`src/rtl/decode_stage_pkg.sv`:
```
// rtl/decode_stage_pkg.sv - opcode constants, aluCtrl encoding, skid states and decoded bundle
package decode_stage_pkg;

  localparam logic [6:0] OP_OP     = 7'b0110011;
  localparam logic [6:0] OP_IMM    = 7'b0010011;
  localparam logic [6:0] OP_LOAD   = 7'b0000011;
  localparam logic [6:0] OP_STORE  = 7'b0100011;
  localparam logic [6:0] OP_BRANCH = 7'b1100011;
  localparam logic [6:0] OP_JAL    = 7'b1101111;
  localparam logic [6:0] OP_JALR   = 7'b1100111;
  localparam logic [6:0] OP_LUI    = 7'b0110111;
  localparam logic [6:0] OP_AUIPC  = 7'b0010111;
  localparam logic [6:0] OP_IMM32  = 7'b0011011;
  localparam logic [6:0] OP_OP32   = 7'b0111011;

  localparam logic [6:0] F7_MEXT = 7'b0000001;

  localparam logic [4:0] ALU_R       = 5'd0;
  localparam logic [4:0] ALU_IARITH  = 5'd1;
  localparam logic [4:0] ALU_MEM     = 5'd2;
  localparam logic [4:0] ALU_BRANCH  = 5'd3;
  localparam logic [4:0] ALU_PCADD   = 5'd4;
  localparam logic [4:0] ALU_LUI     = 5'd5;
  localparam logic [4:0] ALU_MEXT    = 5'd6;
  localparam logic [4:0] ALU_ILLEGAL = 5'd31;

  typedef enum logic [1:0] {
    SKID_EMPTY = 2'd0,
    SKID_ONE   = 2'd1,
    SKID_FULL  = 2'd2
  } skid_state_e;

  typedef struct packed {
    logic [4:0] alu_ctrl;
    logic       load;
    logic       store;
    logic       branch;
    logic       reg_write;
    logic       alu_src;
    logic       jal;
    logic       jalr;
    logic       auipc;
    logic       illegal;
    logic [6:0] opcode;
    logic [6:0] funct7;
    logic [2:0] funct3;
    logic [4:0] rs1;
    logic [4:0] rs2;
    logic [4:0] rd;
  } dec_t;

endpackage

```
`src/rtl/decode_logic.sv`:
```
// rtl/decode_logic.sv - pure combinational instruction decode
// Build option: DECODE_MEXT_EN decodes R-type funct7=0000001 as M-extension instead of illegal.
module decode_logic
  import decode_stage_pkg::*;
#(
  parameter int XLEN = 32
) (
  input  logic [31:0]     instr,
  output dec_t            dec,
  output logic [XLEN-1:0] imm
);

`ifdef DECODE_MEXT_EN
  localparam bit MEXT_EN = 1'b1;
`else
  localparam bit MEXT_EN = 1'b0;
`endif
  localparam bit W_FORMS = (XLEN == 64);

  logic [XLEN-1:0] imm_i, imm_s, imm_b, imm_j, imm_u;
  logic            bad;

  assign imm_i = XLEN'($signed(instr[31:20]));
  assign imm_s = XLEN'($signed({instr[31:25], instr[11:7]}));
  assign imm_b = XLEN'($signed({instr[31], instr[7], instr[30:25], instr[11:8], 1'b0}));
  assign imm_j = XLEN'($signed({instr[31], instr[19:12], instr[20], instr[30:21], 1'b0}));
  assign imm_u = XLEN'($signed({instr[31:12], 12'b0}));

  // Fields a format does not use are left at zero.
  always_comb begin
    dec        = '0;
    imm        = '0;
    bad        = 1'b0;
    dec.opcode = instr[6:0];
    case (instr[6:0])
      OP_OP, OP_OP32: begin
        if (instr[6:0] == OP_OP32 && !W_FORMS) begin
          bad = 1'b1;
        end else if (instr[31:25] == F7_MEXT) begin
          if (MEXT_EN) dec.alu_ctrl = ALU_MEXT;
          else         bad = 1'b1;
        end else begin
          dec.alu_ctrl = ALU_R;
        end
        dec.reg_write = 1'b1;
        dec.funct7    = instr[31:25];
        dec.funct3    = instr[14:12];
        dec.rs1       = instr[19:15];
        dec.rs2       = instr[24:20];
        dec.rd        = instr[11:7];
      end
      OP_IMM, OP_IMM32: begin
        if (instr[6:0] == OP_IMM32 && !W_FORMS) bad = 1'b1;
        dec.alu_ctrl  = ALU_IARITH;
        dec.reg_write = 1'b1;
        dec.alu_src   = 1'b1;
        dec.funct3    = instr[14:12];
        dec.rs1       = instr[19:15];
        dec.rd        = instr[11:7];
        imm           = imm_i;
      end
      OP_LOAD: begin
        dec.alu_ctrl  = ALU_MEM;
        dec.load      = 1'b1;
        dec.reg_write = 1'b1;
        dec.alu_src   = 1'b1;
        dec.funct3    = instr[14:12];
        dec.rs1       = instr[19:15];
        dec.rd        = instr[11:7];
        imm           = imm_i;
      end
      OP_STORE: begin
        dec.alu_ctrl = ALU_MEM;
        dec.store    = 1'b1;
        dec.alu_src  = 1'b1;
        dec.funct3   = instr[14:12];
        dec.rs1      = instr[19:15];
        dec.rs2      = instr[24:20];
        imm          = imm_s;
      end
      OP_BRANCH: begin
        dec.alu_ctrl = ALU_BRANCH;
        dec.branch   = 1'b1;
        dec.alu_src  = 1'b1;
        dec.funct3   = instr[14:12];
        dec.rs1      = instr[19:15];
        dec.rs2      = instr[24:20];
        imm          = imm_b;
      end
      OP_JAL: begin
        dec.alu_ctrl  = ALU_PCADD;
        dec.jal       = 1'b1;
        dec.reg_write = 1'b1;
        dec.alu_src   = 1'b1;
        dec.rd        = instr[11:7];
        imm           = imm_j;
      end
      OP_JALR: begin
        dec.alu_ctrl  = ALU_PCADD;
        dec.jalr      = 1'b1;
        dec.reg_write = 1'b1;
        dec.alu_src   = 1'b1;
        dec.funct3    = instr[14:12];
        dec.rs1       = instr[19:15];
        dec.rd        = instr[11:7];
        imm           = imm_i;
      end
      OP_LUI: begin
        dec.alu_ctrl  = ALU_LUI;
        dec.reg_write = 1'b1;
        dec.alu_src   = 1'b1;
        dec.rd        = instr[11:7];
        imm           = imm_u;
      end
      OP_AUIPC: begin
        dec.alu_ctrl  = ALU_PCADD;
        dec.auipc     = 1'b1;
        dec.reg_write = 1'b1;
        dec.alu_src   = 1'b1;
        dec.rd        = instr[11:7];
        imm           = imm_u;
      end
      default: bad = 1'b1;
    endcase
    if (instr[1:0] != 2'b11) bad = 1'b1;
    // Illegal words still travel down the pipe with their opcode so the trap logic can see them.
    if (bad) begin
      dec          = '0;
      imm          = '0;
      dec.opcode   = instr[6:0];
      dec.illegal  = 1'b1;
      dec.alu_ctrl = ALU_ILLEGAL;
    end
  end

endmodule

```
`src/rtl/decode_stage.sv`:
```
// rtl/decode_stage.sv - decode stage with registered outputs and a two-entry skid buffer
module decode_stage
  import decode_stage_pkg::*;
#(
  parameter int XLEN = 32,
  parameter int ID_W = 8
) (
  input  logic            clk,
  input  logic            rst,
  input  logic            flush,
  input  logic            in_valid,
  output logic            in_ready,
  input  logic [31:0]     instruction,
  input  logic [XLEN-1:0] in_pc,
  input  logic [ID_W-1:0] in_tag,
  output logic            out_valid,
  input  logic            out_ready,
  output logic [4:0]      aluCtrl,
  output logic            load,
  output logic            store,
  output logic            branch,
  output logic            regWrite,
  output logic            aluSrc,
  output logic            JAL,
  output logic            JALR,
  output logic            AUIPC,
  output logic            illegal,
  output logic [6:0]      opCode,
  output logic [6:0]      funct7,
  output logic [2:0]      funct3,
  output logic [4:0]      rs1,
  output logic [4:0]      rs2,
  output logic [4:0]      rd,
  output logic [XLEN-1:0] imm,
  output logic [XLEN-1:0] out_pc,
  output logic [ID_W-1:0] out_tag
);

  if (XLEN != 32 && XLEN != 64) begin : g_bad_xlen
    $error("decode_stage: XLEN must be 32 or 64");
  end

  typedef struct packed {
    dec_t            dec;
    logic [XLEN-1:0] imm;
    logic [XLEN-1:0] pc;
    logic [ID_W-1:0] tag;
  } entry_t;

  skid_state_e     state_q, state_d;
  entry_t          main_q, main_d, skid_q, skid_d, new_entry;
  logic            in_ready_q, in_ready_d;
  logic            out_valid_q, out_valid_d;
  dec_t            dec_w;
  logic [XLEN-1:0] imm_w;
  logic            accept, drain;

  decode_logic #(.XLEN(XLEN)) u_decode_logic (
    .instr (instruction),
    .dec   (dec_w),
    .imm   (imm_w)
  );

  assign new_entry.dec = dec_w;
  assign new_entry.imm = imm_w;
  assign new_entry.pc  = in_pc;
  assign new_entry.tag = in_tag;

  assign accept = in_valid && in_ready_q;
  assign drain  = out_valid_q && out_ready;

  // main_q is always the head of the queue; skid_q only holds a word while FULL.
  always_comb begin
    state_d = state_q;
    main_d  = main_q;
    skid_d  = skid_q;
    if (flush) begin
      state_d = SKID_EMPTY;
    end else begin
      case (state_q)
        SKID_EMPTY: begin
          if (accept) begin
            main_d  = new_entry;
            state_d = SKID_ONE;
          end
        end
        SKID_ONE: begin
          if (accept && drain) begin
            main_d = new_entry;
          end else if (accept) begin
            skid_d  = new_entry;
            state_d = SKID_FULL;
          end else if (drain) begin
            state_d = SKID_EMPTY;
          end
        end
        SKID_FULL: begin
          if (drain) begin
            main_d  = skid_q;
            state_d = SKID_ONE;
          end
        end
        default: state_d = SKID_EMPTY;
      endcase
    end
    in_ready_d  = (state_d != SKID_FULL);
    out_valid_d = (state_d != SKID_EMPTY);
  end

  always_ff @(posedge clk or posedge rst) begin
    if (rst) begin
      state_q     <= SKID_EMPTY;
      in_ready_q  <= 1'b0;
      out_valid_q <= 1'b0;
      main_q      <= '0;
      skid_q      <= '0;
    end else begin
      state_q     <= state_d;
      in_ready_q  <= in_ready_d;
      out_valid_q <= out_valid_d;
      main_q      <= main_d;
      skid_q      <= skid_d;
    end
  end

  assign in_ready  = in_ready_q;
  assign out_valid = out_valid_q;
  assign aluCtrl   = main_q.dec.alu_ctrl;
  assign load      = main_q.dec.load;
  assign store     = main_q.dec.store;
  assign branch    = main_q.dec.branch;
  assign regWrite  = main_q.dec.reg_write;
  assign aluSrc    = main_q.dec.alu_src;
  assign JAL       = main_q.dec.jal;
  assign JALR      = main_q.dec.jalr;
  assign AUIPC     = main_q.dec.auipc;
  assign illegal   = main_q.dec.illegal;
  assign opCode    = main_q.dec.opcode;
  assign funct7    = main_q.dec.funct7;
  assign funct3    = main_q.dec.funct3;
  assign rs1       = main_q.dec.rs1;
  assign rs2       = main_q.dec.rs2;
  assign rd        = main_q.dec.rd;
  assign imm       = main_q.imm;
  assign out_pc    = main_q.pc;
  assign out_tag   = main_q.tag;

endmodule

```
`config.mk`:
```
export PLATFORM = sky130hd
export DESIGN_NAME = decode_stage
export DESIGN_NICKNAME = d
export VERILOG_FILES = /design/src/rtl/decode_stage_pkg.sv /design/src/rtl/decode_logic.sv /design/src/rtl/decode_stage.sv
export SDC_FILE = /design/constraint.sdc
export NUM_CORES = 1
export LEC_CHECK = 0
export BUFFER_PORTS_ARGS = -buffer_cell sky130_fd_sc_hd__buf_4
export CORE_AREA = 2 2 192 147
export CTS_BUF_LIST = sky130_fd_sc_hd__clkbuf_16
export DETAILED_ROUTE_END_ITERATION = 8
export DIE_AREA = 0 0 194 149
export SLEW_MARGIN = 20
export SYNTH_ARGS = -nofsm -noshare
export SYNTH_HDL_FRONTEND = slang
export SYNTH_SLANG_ARGS = --single-unit
```
`constraint.sdc`:
```
create_clock -name clk -period 9.9 [get_ports clk]
set_clock_uncertainty 0.1 [all_clocks]
set_input_delay 1.98 -clock clk [delete_from_list [all_inputs] [get_ports clk]]
set_output_delay 1.98 -clock clk [all_outputs]
set_load 0.03 [all_outputs]
```
## Word-level counts from Yosys, hierarchy flattened

Index checks and enable logic that the tools add are counted.

- Mux-type cells: 32
- Reduce and logical (&&, ||, !) cells: 19
- Bitwise gates (word level): 2
- Eq/ne operators: 19

Operators by type and width:

| kind | number |
|---|---|
| $mux W118 | 3 |
| $pmux W118 S3 | 1 |
| $pmux W32 S5 | 1 |
| $mux W46 | 1 |
| $mux W32 | 1 |
| $eq A7 B6 Y1 const B | 4 |
| $eq A7 B5 Y1 const B | 3 |
| $eq A7 B7 Y1 const B | 3 |
| $reduce_or A9 Y1 | 2 |
| $pmux W3 S5 | 1 |
| $mux W1 | 12 |
| $mux W2 | 6 |
| $mux W5 | 2 |
| $ne A2 B2 Y1 const B | 5 |
| $mux W8 | 1 |
| $reduce_or A2 Y1 | 4 |
| $reduce_or A4 Y1 | 2 |
| $reduce_or A8 Y1 | 1 |
| $eq A7 B1 Y1 const B | 1 |
| $eq A7 B2 Y1 const B | 1 |
| $mux W7 | 1 |
| $reduce_or A7 Y1 | 1 |
| $pmux W2 S3 | 1 |
| $reduce_and A5 Y1 | 1 |
| other kinds (10) | 13 |

- Bits of input ports: 77
- Register bits after elaboration: 240
- Output and inout bits: 120

## Longest topological paths before layout

- Word-level depth: 8
- Depth in mapped cells: 8
- Gate-level depth less buffers: 5

## By module

From an unflattened synthesis, not the netlist that was laid out.

- Cell total of the unflattened synthesis: 980
- Area, all modules: 11332.1 um^2

Modules (own cells, without submodules):

| module | cells each | instances | seq. area each (um^2) | area an instance (um^2) |
|---|---|---|---|---|
| decode_stage | 796 | 1 | 6005.8 | 10129.7 |
| decode_logic | 184 | 1 | 0.0 | 1202.4 |

## Worst setup path after synthesis

OpenSTA, ideal clock, no wires.

- Path type: input to register
- Start point: input instruction[31]
- End point: register main_q, in the netlist funct3[0]
- Arrival: 3327 ps
- Library setup time: 129 ps
- Path slack: 6345 ps
- Stages on the path: 8
- Buffers on the path: 3
- Cells stage by stage: buf_2 > nor4b_1 > nand3_2 > and3_1 > buf_2 > a21oi_4 > buf_2 > o21ai_0

- Cells in the longest elaborated chain, start to end: 8
- Elaborated cells on any way between the ends: 9
- Classes of those cells: eq/ne: 1; mux: 8

Ends and longest elaborated chain:

| item | line | RTL |
|---|---|---|
| from (decl) | decode_stage.sv:13 | `input logic [31:0] instruction,` |
| $eq A7 B1 Y1 * | decode_logic.sv:39 | `end else if (instr[31:25] == F7_MEXT) begin` |
| $mux W1 * | decode_logic.sv:39 |  |
| $mux W1 * | decode_logic.sv:37 | `if (instr[6:0] == OP_OP32 && !W_FORMS) begin` |
| $pmux W1 S3 * | decode_logic.sv:35 | `case (instr[6:0])` |
| $mux W1 * | decode_logic.sv:125 | `if (instr[1:0] != 2'b11) bad = 1'b1;` |
| $mux W46 * | decode_logic.sv:127 | `if (bad) begin` |
| $mux W118 (on tied branches) | decode_stage.sv:88, decode_stage.sv:82 |  |
| $pmux W118 S3 * | decode_stage.sv:80 | `case (state_q)` |
| to (signal assigned) | decode_stage.sv:121 | `main_q <= main_d;` |
| to (decl) | decode_stage.sv:51 | `entry_t main_q, main_d, skid_q, skid_d, new_entry;` |

Every way passes the cells marked *; elsewhere a longest branch is shown, timed or not. The select of a mux whose other input is x is not followed.
A chain may end at the register's enable or synchronous reset.

## Worst setup path in the final report

- Start point: input in_valid
- End point: register main_q, in the netlist imm[5]

- Cells in the longest elaborated chain, start to end: 4
- Elaborated cells on any way between the ends: 5
- Classes of those cells: eq/ne: 2; reduce/logical: 3

Ends and longest elaborated chain:

| item | line | RTL |
|---|---|---|
| from (decl) | decode_stage.sv:11 | `input logic in_valid,` |
| $logic_and A1 B1 Y1 * | decode_stage.sv:69 | `assign accept = in_valid && in_ready_q;` |
| $logic_and A1 B1 Y1 | decode_stage.sv:88 | `if (accept && drain) begin` |
| $ne A2 B2 Y1 (no source line) | n/a |  |
| $reduce_and A5 Y1 (no source line) * | n/a |  |

Every way passes the cells marked *; elsewhere a longest branch is shown, timed or not.

==> metrics.md <==
| Metric | Value |
|---|---|
| Worst Hold End | `skid_q[92]$_DFFE_PP0P_` |
| Worst-Margin Slew | `0.919 ns` |
| Psw | `1.05 mW` |
| Buf/Inv on CP | `2` |
| Final cycle utilization of the critical path | `43.4%` |
| Sequential Power Share | `42.6%` |
| Initial core utilization | `39.0%` |
| Layout cells sized above 1 | `20.2%` |
| Final worst setup slack | `5.60 ns` |
| Setup Total Neg Slack | `0 ns` |
| Die height | `149 µm` |
| Total power | `3.06 mW` |
| Port Buffers | `196` |
| Setup WS pre-CTS | `4.80 ns` |
| IO Count | `197` |
| Syn_nets | `1,274` |
| RSZ-0062 raised after global routing | `false` |
| Placed cells | `1,668` |
| Die boundary width | `194 µm` |
| Worst hold start | `skid_q[92]$_DFFE_PP0P_` |
| Number of synthesized flops with an enable pin | `0` |
| Vias/cell | `5.34` |
| Worst R2R Setup Slack | `6.67 ns` |
| Rows | `53` |
| Layout area overhead | `23.4%` |
| Global-route wire length before repair | `49,600 µm` |
| Sw frac | `34.3%` |
| Post-cts sizing count | `0` |
| Post-Synthesis Cells | `1,197` |
| Largest net degree at the start of global routing | `107` |
| Compound-Gate Fraction of Synth Area | `16.1%` |
| Min Tclk post-route | `4.30 ns` |
| Worst-Skew Late Latency | `0.52 ns` |
| Dpl hpwl | `19,600 µm` |
| Post-synth cell types | `53` |
| Cells along the critical path | `buf_4 -> nand3b_1 -> a21oi_1 -> o21ba_4 -> buf_6 -> mux2i_1 -> o21ai_0` |
| Largest family of logic cells by synthesized area | `simple AND/OR/NAND/NOR gates` |
| Post-synthesis sequential area ratio | `55.5%` |
| Slowest stage cell on the critical path | `o21ba_4` |
| Commonest non-fill, non-tap cell in the layout | `nand2_1` |
| Area of the multi-input gates | `4330 µm²` |
| Post-route cell area | `13,100 µm²` |
| Ant diodes | `0` |
| MaxCap Viol Count | `0` |
| RR Endpoint | `imm[5]$_DFFE_PP0P_` |
| Worst slew margin | `38.7%` |
| WP data arrival | `4.56 ns` |
| Reg2Reg Depth | `6` |
| Area contributors post-synth | `dfrtp_1 55%, nand2_1 12%, nor2_1 3.8%, a21oi_1 3.6%, a31oi_1 3.4%` |
| Synth Area in Simple Gates | `22.4%` |
| Reg2Reg Launch Point | `state_q[1]$_DFF_PP0_` |
| Internal power | `2.01 mW` |
| Outcome | `complete, no violations` |
| Hold buffer count at CTS | `0` |
| Antenna-violating nets left | `0` |
| Slew Limit Fails | `0` |
| Most frequent cells in the layout | `333 x nand2_1, 236 x dfrtp_1, 206 x buf_4, 108 x nor2_1, 76 x a21oi_1` |
| Synthesis-stage register bit count | `236` |
| Hold Crit Depth | `2` |
| Initial antenna violation count | `0` |
| Root buffer cell | `clkbuf_16` |
| Fin cells | `1,714` |
| Mapped cell area | `10,600 µm²` |
| Multiplexer area fraction after synthesis | `1.69%` |
| Cell family with most CP delay | `compound AO/OA/AOI/OAI gates` |
| Final WL | `31,500 µm` |
| GPL Wtd Cong | `0.823` |
| Clock Path Buffers | `3` |
| H-tree Lvls | `1` |
| Critical Path Start Type | `input port` |
| Die area | `28,900 µm²` |
| Post-CTS setup buffers | `0` |
| Lkg Pwr | `6.08 nW` |
| TritonCTS Buffers | `26` |
| Largest stage delay on the critical path | `0.75 ns` |
| Total track usage | `21.3%` |
| Worst Hold Class | `flip-flop to flip-flop` |
| Post-Synth XOR/XNOR Area | `0%` |
| Max FO, Critical Path | `106` |
| Routed wire per std cell | `18.4 µm` |
| Vias in the first global route | `8,533` |
| Routed via count | `9,147` |
| Worst-path clk slew | `0.06 ns` |
| Leading area contributor after synthesis | `dfrtp_1` |
| DRT Pass-1 Iters | `5` |
| Crit end category | `flip-flop` |
| CTS tree | `yes` |
| Initial drt markers | `692` |
| Final hold violation count | `0` |
| Endpoints failing setup | `0` |
| Dpl cell area | `12,300 µm²` |
| Synth warnings | `0` |
| Sequential cell area | `5910 µm²` |
| GRT overflow | `0` |
| Max Clk Rate | `233 MHz` |
| Asr flop ratio synth | `100%` |
| Final core occ | `48.1%` |
| WS Path Type | `input port to flip-flop` |
| Most common flop cell mapped by yosys | `dfrtp_1` |
| Syn Area/Cell | `8.89 µm²` |
| Core Region | `27,300 µm²` |
| Clock sinks | `236` |
| Worst EP required | `10.16 ns` |
| Comb power frac | `27.2%` |
| DRC | `0` |
| Hold Slack | `0.368 ns` |
| Layout filler cell count | `2,674` |
| # nets final | `1,417` |
| Power per cell area | `233 nW/µm²` |
| Adder-cell share of the synthesized area | `0%` |
| Top cell type's share of synthesized area | `55.5%` |
| VDD IR-drop max | `0.172 mV` |
| Clock power frac | `30.2%` |
-- kinds of logic (layout without fill, tap and decap cells) --
kind of cell | after synthesis | in the layout
simple gates | 564 | 564
compound gates | 276 | 276
flops | 236 | 236
buf+inv | 103 | 263
mux | 18 | 18
-- flip-flops by register name, indices dropped and copies added, names as in the netlist --
signal     count
in_ready       1
rd             5
aluSrc         1
out_tag        8
state_q        2
out_pc        32
imm           32
rs1            5
load           1
funct3         3
aluCtrl        4
store          1
JALR           1
opCode         7
skid_q       116
out_valid      1
JAL            1
funct7         7
rs2            5
regWrite       1
branch         1
AUIPC          1
-- layer usage --
| layer | vias up | track usage [%] | wire length (µm) |
|---|---|---|---|
| met5 | - | 0 | 0 |
| met4 | 0 | 4.39 | 512 |
| met3 | 35 | 3.73 | 2040 |
| met2 | 301 | 30.5 | 13400 |
| met1 | 4449 | 33.6 | 15600 |
| li1 | 4362 | - | - |
-- synthesized netlist by cell type, types with 3 or more instances --
cell type  count
nand3b_1       5
and3_1        12
o31ai_1        4
o2111ai_1      4
a21oi_1       76
nor2b_1        5
nand2_1      333
mux2i_1       18
nand2b_1       3
or2_2          4
o31ai_2       10
buf_2         32
o21ai_1        3
o21ai_0       64
clkbuf_1      51
buf_1          5
nand4_1        3
and2_1        18
buf_4          5
dfrtp_1      236
nor2_1       109
a221o_1        7
inv_1          9
nor3_1         6
o22ai_1       26
nand3_1       53
a21boi_0       6
a31oi_1       57
-- worst max-delay path by stage --
| stage | startpoint | end | slack, ns | depth (start not counted) |
|---|---|---|---|---|
| floorplan | rst | AUIPC$_DFFE_PP0P_ | 1.35 | 1 |
| global placement | in_valid | imm[6]$_DFFE_PP0P_ | 4.84 | 7 |
| detailed placement | in_valid | imm[6]$_DFFE_PP0P_ | 4.80 | 7 |
| CTS | in_valid | imm[5]$_DFFE_PP0P_ | 5.32 | 7 |
| global route | in_valid | imm[6]$_DFFE_PP0P_ | 5.44 | 7 |
| finish | in_valid | imm[5]$_DFFE_PP0P_ | 5.60 | 7 |
-- tightest hold or removal path: cells and delay by family (launching register included) --
| family | cells | cell delay, ns |
|---|---|---|
| flops | 1 | 0.34 |
| simple gates | 2 | 0.10 |
-- power by group through the flow --
stage | logic (mW) | clock network [mW] | registers [mW]
2_1_floorplan | 0.299 | 0 | 1.52
3_3_place_gp | 0.826 | 0 | 1.31
3_5_place_dp | 0.838 | 0 | 1.32
4_1_cts | 0.841 | 0.943 | 1.30
5_1_grt | 0.907 | 0.986 | 1.32
6_report | 0.833 | 0.925 | 1.30
-- final cells by class --
| type | instances | area share, % |
|---|---|---|
| sequential | 236 | 45.0 |
| timing repair buffer | 209 | 12.2 |
| tap | 357 | 3.40 |
| clock inverter | 18 | 0.972 |
| clock buffer | 27 | 5.15 |
| inverter | 9 | 0.314 |
| multi-input combinational | 858 | 33.0 |
(Power assumes the default switching activity.)
